File: config.mk
export PLATFORM = sky130hd
export DESIGN_NAME = exec_dispatcher
export DESIGN_NICKNAME = d
export VERILOG_FILES = /design/src/rtl/exec_dispatcher.sv
export SDC_FILE = /design/constraint.sdc
export NUM_CORES = 1
export LEC_CHECK = 0
export CAP_MARGIN = 0
export CORE_UTILIZATION = 45
export DETAILED_ROUTE_END_ITERATION = 10
export HOLD_SLACK_MARGIN = 0.12
export PLACE_DENSITY = 0.85
export SLEW_MARGIN = 40
export SYNTH_ARGS = -nofsm -noshare
export SYNTH_HDL_FRONTEND = slang
export SYNTH_SLANG_ARGS = --single-unit
File: constraint.sdc
create_clock -name clk -period 3.3 [get_ports clk]
set_input_delay 0.33 -clock clk [delete_from_list [all_inputs] [get_ports clk]]
set_output_delay 0.33 -clock clk [all_outputs]
set_load 0.005 [all_outputs]
File: src/rtl/exec_dispatcher.sv
`default_nettype none
// ============================================================================
// Module   : exec_dispatcher
// Purpose  : Dispatches one decoded instruction at a time to NUM_UNITS execution
//            units. The busy-cycle timeout is enabled by defining EXEC_TIMEOUT_EN.
// Revision : 1.0
// ============================================================================
module exec_dispatcher #(
  parameter int                        XLEN        = 32,
  parameter int                        NUM_UNITS   = 5,
  parameter logic [NUM_UNITS*64-1:0]   UNIT_MASK   = {
    64'hFFFF_0000_0000_0000 & 64'h0000_FFFF_0000_0000 | 64'h0000_FFFF_0000_0000, // u4: 32-47
    64'h003F_0000_F000_0000,                                                       // u3: 28-31, 48-53
    64'hFFC0_0000_0000_0000,                                                       // u2: 54-63
    64'h0000_0000_0FFF_FF00,                                                       // u1: 8-27
    64'h0000_0000_0000_00F0                                                        // u0: 4-7
  },
  parameter int                        BRANCH_UNIT = 4,
  parameter int                        CYC_W       = 8,
  parameter int                        TIMEOUT     = 255
) (
  input  logic                      clk,
  input  logic                      reset,
  input  logic                      in_valid,
  output logic                      in_ready,
  input  logic [XLEN-1:0]           in_pc,
  input  logic [5:0]                in_inst_num,
  output logic [NUM_UNITS-1:0]      unit_start,
  input  logic [NUM_UNITS-1:0]      unit_done,
  input  logic [NUM_UNITS*XLEN-1:0] unit_reg_out,
  input  logic [XLEN-1:0]           unit_pc_out,
  input  logic [NUM_UNITS-1:0]      unit_halt,
  output logic                      out_valid,
  input  logic                      out_ready,
  output logic [XLEN-1:0]           out_reg,
  output logic [XLEN-1:0]           out_pc,
  output logic                      out_illegal,
  output logic                      out_fault,
  output logic [CYC_W-1:0]          out_cycles,
  output logic                      halted
);

  localparam int             SEL_W       = (NUM_UNITS > 1) ? $clog2(NUM_UNITS) : 1;
  localparam logic [1:0]     ST_IDLE     = 2'd0;
  localparam logic [1:0]     ST_BUSY     = 2'd1;
  localparam logic [1:0]     ST_DONE     = 2'd2;
  localparam logic [CYC_W-1:0] CYC_MAX   = '1;
  localparam logic [CYC_W-1:0] CYC_ONE   = CYC_W'(1);
  localparam logic [CYC_W-1:0] TO_LAST   = CYC_W'(TIMEOUT - 1);
  localparam logic [XLEN-1:0]  ALL_ONES  = '1;
  localparam logic [XLEN-1:0]  PC_STEP   = XLEN'(4);

  logic [1:0]       state_q, state_d;
  logic [SEL_W-1:0] sel_q, sel_d;
  logic [XLEN-1:0]  pc_q, pc_d;
  logic [XLEN-1:0]  out_reg_q, out_reg_d;
  logic [XLEN-1:0]  out_pc_q, out_pc_d;
  logic             illegal_q, illegal_d;
  logic             fault_q, fault_d;
  logic             halted_q, halted_d;
  logic [CYC_W-1:0] cycles_q, cycles_d;

  logic [XLEN-1:0]      unit_res [NUM_UNITS];
  logic [NUM_UNITS-1:0] unit_hit;

  for (genvar u = 0; u < NUM_UNITS; u++) begin : g_unit
    logic [63:0] mask_row;
    assign mask_row    = UNIT_MASK[u*64 +: 64];
    assign unit_hit[u] = mask_row[in_inst_num];
    assign unit_res[u] = unit_reg_out[u*XLEN +: XLEN];
  end

  // Lowest-numbered matching unit wins.
  logic             match;
  logic [SEL_W-1:0] match_sel;
  always_comb begin
    match     = 1'b0;
    match_sel = '0;
    for (int u = NUM_UNITS - 1; u >= 0; u--) begin
      if (unit_hit[u]) begin
        match     = 1'b1;
        match_sel = SEL_W'(u);
      end
    end
  end

  logic done_sel;
  logic timeout_hit;
  logic is_branch;
  assign done_sel    = unit_done[sel_q];
  assign timeout_hit = (cycles_q >= TO_LAST);
  assign is_branch   = (sel_q == SEL_W'(BRANCH_UNIT));

`ifndef EXEC_TIMEOUT_EN
  logic unused_timeout;
  assign unused_timeout = timeout_hit;
`endif

  always_comb begin
    state_d   = state_q;
    sel_d     = sel_q;
    pc_d      = pc_q;
    out_reg_d = out_reg_q;
    out_pc_d  = out_pc_q;
    illegal_d = illegal_q;
    fault_d   = fault_q;
    halted_d  = halted_q;
    cycles_d  = cycles_q;
    case (state_q)
      ST_IDLE: begin
        if (in_valid && in_ready) begin
          pc_d     = in_pc;
          sel_d    = match_sel;
          cycles_d = '0;
          if (match) begin
            state_d = ST_BUSY;
          end else begin
            state_d   = ST_DONE;
            out_reg_d = ALL_ONES;
            out_pc_d  = in_pc + PC_STEP;
            illegal_d = 1'b1;
          end
        end
      end
      ST_BUSY: begin
        if (cycles_q != CYC_MAX) begin
          cycles_d = cycles_q + CYC_ONE;
        end
        if (done_sel) begin
          state_d   = ST_DONE;
          out_reg_d = unit_res[sel_q];
          out_pc_d  = is_branch ? unit_pc_out : (pc_q + PC_STEP);
          halted_d  = halted_q | unit_halt[sel_q];
        end
`ifdef EXEC_TIMEOUT_EN
        // A done arriving on the limit cycle takes priority over the abort.
        else if (timeout_hit) begin
          state_d   = ST_DONE;
          out_reg_d = ALL_ONES;
          out_pc_d  = pc_q + PC_STEP;
          fault_d   = 1'b1;
        end
`endif
      end
      ST_DONE: begin
        if (out_ready) begin
          state_d   = ST_IDLE;
          illegal_d = 1'b0;
          fault_d   = 1'b0;
        end
      end
      default: state_d = ST_IDLE;
    endcase
  end

  always_ff @(posedge clk or negedge reset) begin
    if (!reset) begin
      state_q   <= ST_IDLE;
      sel_q     <= '0;
      pc_q      <= '0;
      out_reg_q <= '0;
      out_pc_q  <= '0;
      illegal_q <= 1'b0;
      fault_q   <= 1'b0;
      halted_q  <= 1'b0;
      cycles_q  <= '0;
    end else begin
      state_q   <= state_d;
      sel_q     <= sel_d;
      pc_q      <= pc_d;
      out_reg_q <= out_reg_d;
      out_pc_q  <= out_pc_d;
      illegal_q <= illegal_d;
      fault_q   <= fault_d;
      halted_q  <= halted_d;
      cycles_q  <= cycles_d;
    end
  end

  // unit_start is decoded from state so an asynchronous reset drops it at once.
  assign unit_start  = (state_q == ST_BUSY) ? (NUM_UNITS'(1) << sel_q) : '0;
  assign in_ready    = (state_q == ST_IDLE) && !halted_q;
  assign out_valid   = (state_q == ST_DONE);
  assign out_reg     = out_reg_q;
  assign out_pc      = out_pc_q;
  assign out_illegal = illegal_q;
  assign out_fault   = fault_q;
  assign out_cycles  = cycles_q;
  assign halted      = halted_q;

endmodule
`default_nettype wire

* Word level (Yosys, flattened, before mapping)
Memories as Yosys holds them, arrays and structs flattened.
Cells that the tools add are included.
W data, S select, Z words.
** Word-level totals
- Register bits after elaboration :: 111
- Output and inout port bits :: 82
- ROM bits :: 320
- Input port bits :: 244
- Memories :: 5
- Word-level logic and storage cells :: 87
** Memories
- (name not given) :: words 64, width 1, read ports 1, clocked after memory_dff 0, wr ports 0, RTL line 69 : assign unit_hit[u] = mask_row[in_inst_num];
- (name not given) :: words 64, width 1, read ports 1, clocked after memory_dff 0, wr ports 0, RTL line 69
- (name not given) :: words 64, width 1, read ports 1, clocked after memory_dff 0, wr ports 0, RTL line 69
- (name not given) :: words 64, width 1, read ports 1, clocked after memory_dff 0, wr ports 0, RTL line 69
- (name not given) :: words 64, width 1, read ports 1, clocked after memory_dff 0, wr ports 0, RTL line 69
** Cells by class
- $lt $le $gt $ge :: 3
- $add $sub $neg :: 3
- Bitwise operators :: 2
- Reductions and logical operators :: 12
- Equality and inequality tests :: 9
- Shift operators :: 1
- Muxes and demuxes :: 44
** Operators with widths (count)
- $mux W32 :: 9
- $pmux W32 S2 :: 2
- $bmux W32 S3 :: 1
- $add A32 B3 Y32 const B :: 2
- $mux W8 :: 2
- $pmux W8 S2 :: 1
- $mux W1 :: 15
- $mux W3 :: 5
- $add A8 B1 Y8 const B :: 1
- $mux W2 :: 4
- $ne A2 B2 Y1 const B :: 4
- $ne A8 B8 Y1 const B :: 1
- $reduce_and A4 Y1 :: 2
- $lt A6 B7 Y1 const B :: 1
- $bmux W1 S3 :: 2
- $pmux W2 S3 :: 1
- $reduce_and A3 Y1 :: 2
- $mux W5 :: 1
- $shl A1 B3 Y5 const A :: 1
- $ge A4 B4 Y1 const B :: 1
- $lt A3 B4 Y1 const B :: 1
- $not A3 Y4 :: 1
- $reduce_and A2 Y1 :: 2
- $reduce_bool A2 Y1 :: 2
- other kinds (9) :: 10

* Depth between registers and ports, before layout
- Depth after elaboration :: 10
- Mapped depth :: 8
- Depth with buffers taken out :: 7

* Worst setup path after synthesis
No wires, ideal clock.
- Path kind :: flip-flop to flip-flop
- Start point :: register pc_q[2]
- End point :: register out_pc_q[26], in the netlist out_pc[26]
- Cell stages (with the launch flop) :: 8
- Library setup time :: 0.137 ns
- Required time :: 3.163 ns
- Arrival :: 1.879 ns
- Setup slack :: 1.284 ns
- Clock period less this slack :: 2.016 ns
- Path buffers :: 0
- Path through :: dfrtp_1 ha_1 nand4_1 nor3_1 nand4_1 xnor2_1 a222oi_1 a21oi_1
** Between the ends
- Word-level cells in the longest chain between the ends :: 4
** Ends and longest elaborated chain
- start, declared :: RTL line 55 : logic [XLEN-1:0] pc_q, pc_d;
- start signal, assigned :: RTL line 170 : pc_q <= pc_d;
- $add A32 B3 Y32 :: RTL line 132 : out_pc_d = is_branch ? unit_pc_out : (pc_q + PC_STEP);
- $mux W32 :: RTL line 132
- $mux W32 :: RTL line 129 : if (done_sel) begin
- $pmux W32 S2 :: RTL line 109 : case (state_q)
- end signal, assigned :: RTL line 172 : out_pc_q <= out_pc_d;
- end, declared :: RTL line 57 : logic [XLEN-1:0] out_pc_q, out_pc_d;
Every way passes these cells. The select of a mux whose other input is x is not followed.
A chain may end at the register's enable or synchronous reset.

* Worst setup path after layout
- Start point :: register sel_q[1]
- End point :: output port unit_start[3]
** Between the ends
- Word-level cells in the longest chain between the ends :: 2
** Ends and longest elaborated chain
- start, declared :: RTL line 54 : logic [SEL_W-1:0] sel_q, sel_d;
- start signal, assigned :: RTL line 169 : sel_q <= sel_d;
- $shl A1 B3 Y5 :: RTL line 181 : assign unit_start = (state_q == ST_BUSY) ? (NUM_UNITS'(1) << sel_q) : '0;
- $mux W5 :: RTL line 181
- end, declared :: RTL line 28 : output logic [NUM_UNITS-1:0] unit_start,
Every way passes these cells.

==> results.sh <==
export IMPL_synth_simple_area_share_pct=15.2
export IMPL_postSynthCellCount=700
export IMPL_hold_depth=2
export IMPL_ys_ff_latch=111
export IMPL_path_cells="buf_4 -> inv_1 -> nor4_1 -> clkdlybuf4s50_1"
export IMPL_vias=7153
export IMPL_dp_hpwl_mm=20.1
export IMPL_relSlewSlack_pct=46.9
export IMPL_gp_congestion=0.916
export IMPL_grt_use_total_pct=33.0
export IMPL_timing_fmax_mhz=362
export IMPL_grt_max_degree=62
export IMPL_place_area_sq_um=10400
export IMPL_core_area_sq_um=15100
export IMPL_place_inst=1179
export IMPL_slew_violations=0
export IMPL_wl_mm=26.0
export IMPL_cts_htree_levels=3
export IMPL_ioPinCount=326
export IMPL_reg2reg_depth=6
export IMPL_area_growth_pct=53.7
export IMPL_drc_errors=0
export IMPL_overflow=0
export IMPL_wire_per_inst_um=21.6
export IMPL_cp_arrival_ps=2430
export IMPL_rsz0062_at_grt="false"
export IMPL_synth_distinct_cells=52
export IMPL_synth_top_area_cell="dfrtp_1"
export IMPL_crit_type="reg2out"
export IMPL_stdcell_area_sq_um=10700
export IMPL_worstHoldPathType="reg2reg"
export IMPL_powerDensity_nw_per_um2=755
export IMPL_drive_gt1_share_pct=11.9
export IMPL_synth_top_family_by_area="compound AO/OA/AOI/OAI gates"
export IMPL_finalSetupTns_ps=0
export IMPL_die_w_um=126
export IMPL_tightest_slew_ps=794
export IMPL_via_per_inst=5.96
export IMPL_grt_first_pass_wirelength_mm=40.0
export IMPL_slowest_stage="dfrtp_2"
export IMPL_fin_crit_sh_pct=83.7
export IMPL_setup_worst_path_end_class="primary output"
export IMPL_synth_edff_count=0
export IMPL_dieArea_sq_um=16000
export IMPL_total_power_mw=8.07
export IMPL_clk_pin_slew_worst_paths_ps=70
export IMPL_cpLargestDelayFamily="buffers and inverters"
export IMPL_grt_antenna_before_repair=5
export IMPL_start_util_pct=45.9
export IMPL_synthMuxAreaShare_pct=15.9
export IMPL_setup_ws_ps=537
export IMPL_synth_flop_cell="dfrtp_1"
export IMPL_synth_adder_area_share_pct=0.540
export IMPL_outcome="completed"
export IMPL_synth_xor_area_share_pct=7.56
export IMPL_rows=45
export IMPL_final_antenna_net_count=0
export IMPL_drt_initial_drc_count=516
export IMPL_startpoint_type="flip-flop"
export IMPL_synth_nets=947
export IMPL_seq_area_frac_synth_pct=39.9
export IMPL_dp_slack_ps=540
export IMPL_fillers=1141
export IMPL_synth_area_leaders="dfrtp_1 (40%), mux4_2 (11%), o21ai_0 (5.6%)"
export IMPL_rrSetupSlack_ps=770
export IMPL_port_buffers=323
export IMPL_min_period_ps=2760
export IMPL_syn_area_sq_um=6950
export IMPL_setup_viol=0
export IMPL_skew_ps=5.83
export IMPL_instances_no_fill=1201
export IMPL_synthArstFlopShare_pct=100
export IMPL_cp_slowest_stage_delay_ps=590
export IMPL_critical_path_peak_fanout=27
export IMPL_p_leak_nw=4.10
export IMPL_tritoncts="yes"
export IMPL_dr_pass1_iters=7
export IMPL_die_height_um=126
export IMPL_cap_violations=0
export IMPL_synth_area_per_cell_sq_um=9.93
export IMPL_cts_sinks=111
export IMPL_required_ps=2970
export IMPL_grt_pass1_vias=7201
export IMPL_layout_nets=1250
export IMPL_utilization_pct=70.6
export IMPL_synth_compound_area_share_pct=16.8
export IMPL_clk_path_buf_depth=2
export IMPL_yosys_warnings=0
export IMPL_holdWs_ps=483
export IMPL_synth_top_cell_area_share_pct=39.9
export IMPL_hold_viol=0
export IMPL_ir_drop_mv=0.439
export IMPL_cp_buffers_inverters=3
export IMPL_root_buffer="clkbuf_16"
export IMPL_cp_num_cells=4
export IMPL_clkLatencyLatePin_ps=360
export IMPL_numCtsBuffers=9
==> where the power goes <==
part	switching, mW	internal (mW)	leakage, nW	total (mW)
Clock	0.534	0.513	0.124	1.05
Combinational	2.08	2.32	2.64	4.40
Sequential	0.589	2.03	1.33	2.62
Total	3.21	4.86	4.10	8.07
==> layout by cell type, fill, tap and decap left out, types with 2 or more instances in the layout <==
master and n:
a222oi_1 6, dfrtp_2 2, nand4_1 19, nor2_1 31, a31o_2 2, clkdlybuf4s50_1 322, o21ai_0 78, and2_1 2
ha_1 3, a21oi_1 29, clkinvlp_4 4, nor3_2 2, diode_2 5, mux4_2 34, nand3_1 29, xnor2_1 41
and4_1 4, dfrtp_1 109, nand2_1 92, a221oi_1 33, o211ai_1 8, buf_4 20, o221ai_1 3, a22o_1 5
clkinv_2 2, nor4_1 8, mux2_2 30, nor3_1 7, a21o_1 2, nor2b_1 2, xor2_1 19, nor4_2 2
and3_1 12, o22ai_1 2, inv_1 8, clkinv_1 2, clkbuf_16 9, a221oi_2 2
==> kinds of logic after synthesis <==
| family | count (synthesis) |
|---|---|
| flip-flops | 111 |
| adder cells (fa/ha/maj) | 3 |
| AND/OR/NAND/NOR | 219 |
| AO/OA/AOI/OAI | 179 |
| buffers and inverters | 63 |
| XOR/XNOR | 60 |
| multiplexers | 64 |
| other | 1 |
==> final timing paths <==
check | to | from
min in group asynchronous | out_reg[28]$_DFFE_PN0P_ | reset
setup / recovery | unit_start[3] | sel_q[1]$_DFFE_PN0P_
setup reg to reg | out_pc[15]$_DFFE_PN0P_ | sel_q[1]$_DFFE_PN0P_
max in group asynchronous | out_reg[0]$_DFFE_PN0P_ | reset
hold / removal | out_reg[22]$_DFFE_PN0P_ | out_reg[22]$_DFFE_PN0P_
hold reg to reg | out_reg[22]$_DFFE_PN0P_ | out_reg[22]$_DFFE_PN0P_
==> layout make-up <==
type	count	area [sq um]	area share (%)
flip-flops and latches	111	2780	26.0
inverters	10	37.5	0.351
diodes	5	12.5	0.117
well taps	188	235	2.20
clock inverters	7	48.8	0.457
multi-input cells	526	3930	36.8
clock buffers	9	225	2.11
repair buffers	345	3410	32.0
==> per-layer routing <==
| layer | vias to the layer above | track usage, % | routed length, um |
|---|---|---|---|
| met3 | 73 | 7.47 | 2020 |
| met1 | 3473 | 40.4 | 10300 |
| met4 | 0 | 15.9 | 1130 |
| met5 | - | 0 | 0 |
| li1 | 3236 | - | - |
| met2 | 371 | 55.3 | 12500 |
==> timing repair <==
item,4_1_cts,5_1_grt
setup buffers,0,0
endpoints found under the hold margin,58,0
resized for setup,0,0
hold buffers,1,0
setup endpoints to repair,0,0
==> tightest hold or removal path, stage by stage (launching register included) <==
cell     delay (ps)
dfrtp_1         350
nand2_1          50
o21ai_0          60
==> cell usage after synthesis (2+ instances only) <==
cell type / count
mux4_2: 34
buf_6: 2
and4_1: 4
a222oi_1: 6
o221ai_1: 3
o21ai_0: 78
buf_2: 15
nand4_1: 19
a21oi_1: 29
o22ai_1: 2
o211ai_1: 8
nand2_1: 92
a21o_1: 2
buf_1: 4
nand3_1: 29
xnor2_1: 41
a31o_2: 2
and2_1: 2
clkinv_1: 2
ha_1: 3
nor2b_1: 3
a22o_1: 5
xor2_1: 19
nor4_1: 9
a221oi_2: 2
nor3_1: 9
dfrtp_1: 111
nor2_1: 32
and3_1: 12
clkbuf_1: 30
a221oi_1: 33
mux2_2: 30
inv_1: 8
buf_4: 2
Power figures use the tool's default switching activity.
